<file path="src/rtl/alu_seq.sv">
// -----------------------------------------------------------------------------
// alu_seq -- small sequential ALU with a valid/ready handshake on both sides.
//
// Most operations finish one cycle after they are accepted. The extended AND
// (ext=1) is an unsigned multiply, done as shift-add over WIDTH cycles when
// MUL_EN=1. When MUL_EN=0 it behaves as a plain AND.
//
// Parameters
//   WIDTH   datapath width of accum/data/out (4..32)
//   MUL_EN  1 = iterative multiplier present, 0 = ext+AND is plain AND
//
// Ports
//   clk        single clock, rising edge
//   rst_n      synchronous active-low reset
//   accum      accumulator operand
//   data       memory/data operand
//   opcode     HLT=0 SKZ=1 ADD=2 AND=3 XOR=4 LDA=5 STO=6 JMP=7
//   ext        ADD+ext = SUB, AND+ext = MUL; ignored for other opcodes
//   in_valid   request valid
//   in_ready   block can accept a request this cycle
//   out        registered result
//   out_valid  out and flags are valid
//   out_ready  consumer takes the result
//   zero       combinational (accum == 0)
//   carry      carry/borrow of ADD/SUB; high half nonzero for MUL
//   ovf        signed overflow of ADD/SUB, else 0
// -----------------------------------------------------------------------------
module alu_seq #(
    parameter int WIDTH  = 8,
    parameter bit MUL_EN = 1'b1
) (
    input  logic             clk,
    input  logic             rst_n,
    input  logic [WIDTH-1:0] accum,
    input  logic [WIDTH-1:0] data,
    input  logic [2:0]       opcode,
    input  logic             ext,
    input  logic             in_valid,
    output logic             in_ready,
    output logic [WIDTH-1:0] out,
    output logic             out_valid,
    input  logic             out_ready,
    output logic             zero,
    output logic             carry,
    output logic             ovf
);

    typedef enum logic [1:0] {IDLE, BUSY, DONE} state_t;

    localparam logic [2:0] OP_HLT = 3'd0;
    localparam logic [2:0] OP_SKZ = 3'd1;
    localparam logic [2:0] OP_ADD = 3'd2;
    localparam logic [2:0] OP_AND = 3'd3;
    localparam logic [2:0] OP_XOR = 3'd4;
    localparam logic [2:0] OP_LDA = 3'd5;
    localparam logic [2:0] OP_STO = 3'd6;
    localparam logic [2:0] OP_JMP = 3'd7;

    localparam int            CW       = $clog2(WIDTH);
    localparam logic [CW-1:0] CNT_LAST = CW'(WIDTH - 1);

    state_t               state_q, state_d;
    logic [WIDTH-1:0]     out_q, out_d;
    logic                 carry_q, carry_d;
    logic                 ovf_q, ovf_d;
    logic [WIDTH-1:0]     mcand_q, mcand_d;
    logic [2*WIDTH-1:0]   prod_q, prod_d;
    logic [CW-1:0]        cnt_q, cnt_d;

    logic                 accept;
    logic                 is_mul;
    logic [WIDTH-1:0]     res;
    logic                 res_carry;
    logic                 res_ovf;
    logic [WIDTH:0]       sum_ext;
    logic [WIDTH:0]       diff_ext;
    logic [WIDTH:0]       partial;
    logic [2*WIDTH-1:0]   prod_step;

    // Held low during reset so nothing is offered as accepted while rst_n=0.
    assign in_ready  = rst_n && ((state_q == IDLE) || (state_q == DONE && out_ready));
    assign accept    = in_valid && in_ready;
    assign out_valid = (state_q == DONE);
    assign out       = out_q;
    assign carry     = carry_q;
    assign ovf       = ovf_q;
    assign zero      = (accum == '0);

    // Single-cycle result straight from the request inputs; it is only
    // registered on accept, so later input changes cannot disturb it.
    always_comb begin
        res       = accum;
        res_carry = 1'b0;
        res_ovf   = 1'b0;
        is_mul    = 1'b0;
        sum_ext   = {1'b0, accum} + {1'b0, data};
        diff_ext  = {1'b0, accum} - {1'b0, data};
        case (opcode)
            OP_ADD: begin
                if (ext) begin
                    // Top bit of the widened difference is the unsigned borrow.
                    res       = diff_ext[WIDTH-1:0];
                    res_carry = diff_ext[WIDTH];
                    res_ovf   = (accum[WIDTH-1] != data[WIDTH-1]) &&
                                (diff_ext[WIDTH-1] != accum[WIDTH-1]);
                end else begin
                    res       = sum_ext[WIDTH-1:0];
                    res_carry = sum_ext[WIDTH];
                    res_ovf   = (accum[WIDTH-1] == data[WIDTH-1]) &&
                                (sum_ext[WIDTH-1] != accum[WIDTH-1]);
                end
            end
            OP_AND: begin
                if (ext && MUL_EN) is_mul = 1'b1;
                else               res    = accum & data;
            end
            OP_XOR: res = accum ^ data;
            OP_LDA: res = data;
            OP_HLT, OP_SKZ, OP_STO, OP_JMP: res = accum;
            default: res = accum;
        endcase
    end

    // One shift-add step: prod_q holds {partial high half, remaining
    // multiplier bits}; the LSB picks whether the multiplicand is added.
    always_comb begin
        partial   = {1'b0, prod_q[2*WIDTH-1:WIDTH]} +
                    (prod_q[0] ? {1'b0, mcand_q} : {(WIDTH+1){1'b0}});
        prod_step = {partial, prod_q[WIDTH-1:1]};
    end

    always_comb begin
        state_d = state_q;
        out_d   = out_q;
        carry_d = carry_q;
        ovf_d   = ovf_q;
        mcand_d = mcand_q;
        prod_d  = prod_q;
        cnt_d   = cnt_q;
        if (accept) begin
            if (is_mul) begin
                state_d = BUSY;
                mcand_d = accum;
                prod_d  = {{WIDTH{1'b0}}, data};
                cnt_d   = '0;
            end else begin
                state_d = DONE;
                out_d   = res;
                carry_d = res_carry;
                ovf_d   = res_ovf;
            end
        end else begin
            case (state_q)
                BUSY: begin
                    prod_d = prod_step;
                    cnt_d  = cnt_q + CW'(1);
                    if (cnt_q == CNT_LAST) begin
                        state_d = DONE;
                        out_d   = prod_step[WIDTH-1:0];
                        carry_d = |prod_step[2*WIDTH-1:WIDTH];
                        ovf_d   = 1'b0;
                    end
                end
                DONE: begin
                    if (out_ready) state_d = IDLE;
                end
                default: state_d = state_q;
            endcase
        end
    end

    always_ff @(posedge clk) begin
        if (!rst_n) begin
            state_q <= IDLE;
            out_q   <= '0;
            carry_q <= 1'b0;
            ovf_q   <= 1'b0;
            mcand_q <= '0;
            prod_q  <= '0;
            cnt_q   <= '0;
        end else begin
            state_q <= state_d;
            out_q   <= out_d;
            carry_q <= carry_d;
            ovf_q   <= ovf_d;
            mcand_q <= mcand_d;
            prod_q  <= prod_d;
            cnt_q   <= cnt_d;
        end
    end

endmodule

</file>
<file path="config.mk">
export PLATFORM = sky130hd
export DESIGN_NAME = alu_seq
export DESIGN_NICKNAME = d
export VERILOG_FILES = /design/src/rtl/alu_seq.sv
export SDC_FILE = /design/constraint.sdc
export NUM_CORES = 1
export LEC_CHECK = 0
export CAP_MARGIN = 20
export CORE_ASPECT_RATIO = 1.5
export CORE_UTILIZATION = 57
export DETAILED_ROUTE_END_ITERATION = 16
export PLACE_DENSITY_LB_ADDON = 0.15
export SKIP_CTS_REPAIR_TIMING = 1
export SLEW_MARGIN = 10
export SYNTH_ARGS = -nofsm -noshare
export SYNTH_HDL_FRONTEND = slang
export SYNTH_SLANG_ARGS = --single-unit
</file>
<file path="constraint.sdc">
create_clock -name clk -period 2.9 [get_ports clk]
set_input_delay 0.87 -clock clk [delete_from_list [all_inputs] [get_ports clk]]
set_output_delay 0.87 -clock clk [all_outputs]
set_load 0.02 [all_outputs]
</file>
==> results.yml, run 1 <==
timing:
  fmax_mhz: 347
  hold_viol: 0
  finalCriticalPeriod_ps: 2880
  post-route-period-util_pct: 99.2
  finalMaxSlewViolations: 0
  relSlewSlack_pct: 52.3
  worst_slew_pin_slew_ps: 716
  fin_worst_skew_ps: 8.52
  finalSetupViolCount: 0
floorplanning:
  rows: 32
  die_w_um: 62.1
  initial_utilization_pct: 59.9
  dieArea_mm2: 0.00573
  io_pins: 37
  dieHeight_um: 92.2
  coreArea_mm2: 0.00516
critical_path:
  worstSetupEndpointType: "output pin"
  worstPathArrival_ps: 2010
  r2r-start: "prod_q[0]"
  startpoint: "accum[5]"
  worstSetupPathType: "in2out"
  crit_fanout: 2
  required_ps: 2030
  r2r_setup_slack_ps: 120
  critPathLaunchType: "primary input"
layout:
  n_fill_cell: 353
  antenna-diode-count: 0
  finalInstanceArea_mm2: 0.00426
  area_delta_synth_final_pct: 37.7
  final_util_pct: 82.5
  layout.nets: 552
  drive_gt1_share_pct: 24.0
  stdcell_count: 568
cts:
  ctsHtreeMaxLevel: 2
  clk_pin_slew_ps: 80
  cts_buffer_depth: 2
  cts-root-buf: "clkbuf_8"
  cts.sinks: 39
  cts-buffers-inserted: 5
  cts_tree: "done"
  insertion_delay_ps: 300
power:
  p_switching_uw: 430
  p_sw_share_pct: 30.5
  leakage_nw: 1.83
  p_comb_share_pct: 31.1
  power_density_mw_per_mm2: 331
  power_mw: 1.41
  p_clk_share_pct: 29.4
  seqPwrFrac_pct: 39.5
  ir_drop_mv: 0.181
  p_int_uw: 979
placed_design:
  dp.final_hpwl_um: 7190
  portBuffers: 36
  place_inst: 558
  gp_congestion: 0.946
  placed_area_mm2: 0.00396
detailed_routing:
  drt_iter0_markers: 248
  routed_wl_um: 9520
  viasPerCell: 6.04
  wire_per_inst_um: 16.8
  dr.pass1.iters: 6
  vias: 3431
  ant_nets: 0
  remaining_drc_errors: 0
global_routing:
  grt_max_degree: 29
  grt-ovfl-total: 0
  grt_antenna_before_repair: 0
  grt_pass1_vias: 3431
  grt_pass1_wl_um: 15100
  grt_use_total_pct: 33.1
logic_synthesis:
  synthArstFlopShare_pct: 0
  synth_top_area_share_pct: 25.2
  synth.distinct_cells: 58
  ys_seq_elements: 39
  seq_area_frac_synth_pct: 25.2
  synthTopCellsByArea: "dfxtp_1, ha_1, nand2_1, a21oi_1, nor2_1"
  syn-num-nets: 457
  yosysTopAreaCell: "dfxtp_1"
  synth.avg_cell_area_um2: 7.66
  synth_area_mm2: 0.00309
  synth_edf_count: 0
  synth_flop_cell: "dfxtp_1"
  syn_inst: 404
  ys_warn_count: 0
worst_hold_path:
  hp-start: "mcand_q[0]"
  hp-class: "reg2reg"
status:
  status: "complete, no violations"
run:
  cap_violations: 0
[state kept, by name (all words and copies together), names as in the netlist]
signal and count:
carry 1, cnt_q 3, mcand_q 8, out 8, ovf 1, prod_q 16
state_q 2
[cell families after synthesis]
logic type	share of synthesized area (%)
AO/OA/AOI/OAI	28.3
XOR/XNOR	2.55
adder cells (fa/ha/maj)	12.5
buffers and inverters	6.43
flip-flops	25.2
multiplexers	1.66
AND/OR/NAND/NOR	23.3
[power by group through the flow]
stage	Clock, mW	Sequential, mW	Combinational [mW]
floorplan	0	0.574	0.197
global placement	0	0.568	0.388
detailed placement	0	0.568	0.397
CTS	0.416	0.555	0.400
global route	0.442	0.557	0.472
finish	0.415	0.556	0.438
[Yosys cell counts (3+ instances only)]
cell and count:
nand2_1 51, dfxtp_1 39, nor2_1 37, a21oi_1 31, ha_1 26, o21ai_0 25, inv_1 24, nand3_1 14
clkbuf_1 13, a21boi_0 11, and2_1 8, nor2b_1 8, o211ai_1 8, xnor2_1 8, a31oi_1 7, a211oi_1 6
a311oi_1 6, nor3_1 6, or3_1 6, a222oi_1 5, nand2b_1 5, a221oi_1 4, mux2i_1 4, o21a_1 4
buf_2 3, fa_1 3, o211a_1 3, o21bai_1 3
[layout by cell type, fill, tap and decap left out, types with 4 or more instances in the layout]
cell,synthesis,final
a311oi_1,6,5
nand2b_1,5,4
clkdlybuf4s50_1,0,25
or3_1,6,6
nand2_1,51,51
o211ai_1,8,8
ha_1,26,21
xnor2_1,8,8
o21ai_0,25,24
dlymetal6s2s_1,0,9
and2_1,8,8
nor3_1,6,6
a222oi_1,5,5
buf_4,2,68
a21oi_1,31,29
o21a_1,4,4
nor2b_1,8,8
nand3_1,14,14
buf_6,1,5
clkbuf_8,0,7
inv_1,24,22
a31oi_1,7,7
a21boi_0,11,11
nor2_1,37,35
dfxtp_1,39,38
[worst paths after layout]
kind           endpoint  cells past startpoint
min reg2reg  mcand_q[0]                      2
max                zero                      4
max reg2reg       carry                     10
min          mcand_q[0]                      2
[metrics by stage]
stage	worst slack, ps	setup TNS [ps]	hold slack, ps
after detailed placement	-665	-5980	443
after floorplan	229	0	432
after global placement	-600	-4800	439
after CTS	-610	-1930	453
final	22.2	0	453
after global routing	-81.2	-239	485
[layer usage]
metal / up-vias / track usage [%] / part of all wire (%)
met2: 137 / 63.3 / 53
met5: - / 0 / 0
met3: 49 / 3.48 / 5.5
met4: 0 / 19.2 / 5.3
li1: 1648 / - / -
met1: 1597 / 34.3 / 36
[worst max-delay path: stages]
cell,delay (ps)
clkdlybuf4s50_1,420
or4_4,470
nor2_4,130
buf_6,120
[layout make-up]
class	instances	area, um^2	share of cell area, %
multi-input combinational	320	2260	53.1
timing repair buffer	108	935	21.9
sequential	39	782	18.4
clock buffer	7	96.3	2.26
inverter	25	93.8	2.20
tap	68	85.1	2.00
clock inverter	1	7.51	0.176
Note: power is estimated with default switching activity, not from simulation.
==> run 2, diff against run 1 <==
--- a/config.mk
+++ b/config.mk
@@ -9,6 +9,8 @@
 export CORE_ASPECT_RATIO = 1.5
 export CORE_UTILIZATION = 57
 export DETAILED_ROUTE_END_ITERATION = 16
+export GPL_ROUTABILITY_DRIVEN = 0
+export GPL_TIMING_DRIVEN = 0
 export PLACE_DENSITY_LB_ADDON = 0.15
 export SKIP_CTS_REPAIR_TIMING = 1
 export SLEW_MARGIN = 10
==> run 2 against run 1 <==
Sequential share of layout area up 2.2 points. Sequential power about the same. Non-clock buffer count decreased by 49. Worst setup slack improved by 6.1 ps. Clock-buffer cell count did not move. Global-route usage shrank 3.1 points. Combinational power fell by 18%. Worst hold slack improved by 6.2 ps. Clock power fell by 16%. Clock skew down 3.5 ps. Core utilization down 9.0 points. Critical endpoint unchanged. Largest power group unchanged.
==> results.yml, run 2 (synthesis gave the netlist of run 1 again) <==
cts:
  cts.sinks: 39
  cts_buffer_depth: 2
  cts-root-buf: "clkbuf_8"
  cts_tree: "done"
  clk_pin_slew_ps: 70
  insertion_delay_ps: 290
  cts-buffers-inserted: 5
  ctsHtreeMaxLevel: 2
floorplanning:
  coreArea_mm2: 0.00516
  initial_utilization_pct: 59.9
  io_pins: 37
  dieHeight_um: 92.2
  dieArea_mm2: 0.00573
  rows: 32
  die_w_um: 62.1
timing:
  finalCriticalPeriod_ps: 2870
  relSlewSlack_pct: 64.4
  hold_viol: 0
  finalMaxSlewViolations: 0
  fmax_mhz: 348
  fin_worst_skew_ps: 4.99
  post-route-period-util_pct: 99.0
  worst_slew_pin_slew_ps: 535
  finalSetupViolCount: 0
  fin_tns_setup_ps: 0
  timing.final.ws_setup_ps: 28.3
critical_path:
  r2r-start: "prod_q[0]"
  required_ps: 2030
  worstSetupPathType: "in2out"
  r2r-end: "carry"
  worstPathArrival_ps: 2000
  crit_fanout: 10
  r2r_setup_slack_ps: 90
  worst_r2r_path_depth: 10
  worstSetupEndpointType: "output pin"
  startpoint: "accum[7]"
  critPathLaunchType: "primary input"
detailed_routing:
  wire_per_inst_um: 16.8
  vias: 3236
  routed_wl_um: 8730
  drt_iter0_markers: 169
  ant_nets: 0
  viasPerCell: 6.24
  remaining_drc_errors: 0
  dr.pass1.iters: 5
layout:
  multi_input_area_mm2: 0.00223
  drive_gt1_share_pct: 10.9
  layout.cells.most_common_list: "nand2_1, dfxtp_1, nor2_1, a21oi_1, o21ai_0"
  layout.nets: 503
  final_util_pct: 73.4
  seq_area_um2: 781
  antenna-diode-count: 0
  top_register: "prod_q"
  mostFrequentLayoutCell: "nand2_1"
  largest_register_ff_count: 16
  area_delta_synth_final_pct: 22.6
  n_fill_cell: 429
  stdcell_count: 519
power:
  seqPwrFrac_pct: 44.1
  power_density_mw_per_mm2: 333
  ir_drop_mv: 0.157
  p_int_uw: 869
  p_clk_share_pct: 27.7
  leakage_nw: 1.58
  p_sw_share_pct: 31.1
  p_switching_uw: 392
  p_comb_share_pct: 28.3
global_routing:
  grt_use_total_pct: 30.0
  grt_pass1_vias: 3045
  grt_pass1_wl_um: 13700
  grt_antenna_before_repair: 0
  grt_max_degree: 12
  grt-ovfl-total: 0
worst_hold_path:
  hp-class: "reg2reg"
  min_path_cells: 2
  hold_end: "mcand_q[0]"
  hp-start: "mcand_q[0]"
placed_design:
  place_ws_ps: -798
  dp.final_hpwl_um: 6760
  portBuffers: 36
  place_inst: 508
status:
  status: "complete, no violations"
run:
  cap_violations: 0
==> run 2: cell count changes in the layout (fill, tap and decap cells not counted), sizes merged <==
| cell | before | now |
|---|---|---|
| clkinvlp | 1 | 0 |
| buf | 73 | 13 |
| clkinv | 0 | 1 |
| clkbuf | 8 | 19 |
| dlymetal6s2s | 9 | 12 |
| clkdlybuf4s50 | 25 | 22 |
==> run 2: worst max-delay path by stage <==
stage | end | slack (ps) | depth (start not counted)
finish | zero | 30 | 4
floorplan | out[6] | 230 | 11
CTS | zero | -810 | 4
global route | out[5] | -30 | 9
global placement | zero | -810 | 4
detailed placement | zero | -800 | 4
==> run 2: area by class of cell <==
class | instances | share of cell area, %
buffer | 19 | 2.97
clock buffer | 7 | 2.01
clock inverter | 1 | 0.132
inverter | 25 | 2.47
multi-input combinational | 320 | 58.8
sequential | 39 | 20.6
tap | 68 | 2.24
timing repair buffer | 40 | 10.8
==> run 2: metrics by stage <==
step	instance area [um^2]	power, mW	hold slack, ps
CTS	3620	1.23	458
global route	3790	1.32	484
detailed placement	3540	0.892	448
finish	3790	1.26	459
global placement	3540	0.885	438
floorplan	3090	0.771	432
==> run 2: critical path, stage by stage <==
cell            delay (ps)
dlymetal6s2s_1         250
or4_1                  540
nor2_1                 160
clkbuf_2               190
==> run 2: per-layer routing <==
metal | up-vias | wire length, um | GRT usage (%)
li1 | 1546 | - | -
met1 | 1535 | 3170 | 28.7
met2 | 128 | 4810 | 61.4
met3 | 27 | 423 | 3.36
met4 | 0 | 329 | 14.5
met5 | - | 0 | 0
==> run 2: power groups by stage <==
stage | Clock [mW] | Combinational, mW | Sequential [mW]
after floorplan | 0 | 0.197 | 0.574
after global placement | 0 | 0.318 | 0.568
after detailed placement | 0 | 0.324 | 0.568
after CTS | 0.353 | 0.326 | 0.555
after global routing | 0.374 | 0.384 | 0.557
final | 0.349 | 0.357 | 0.556
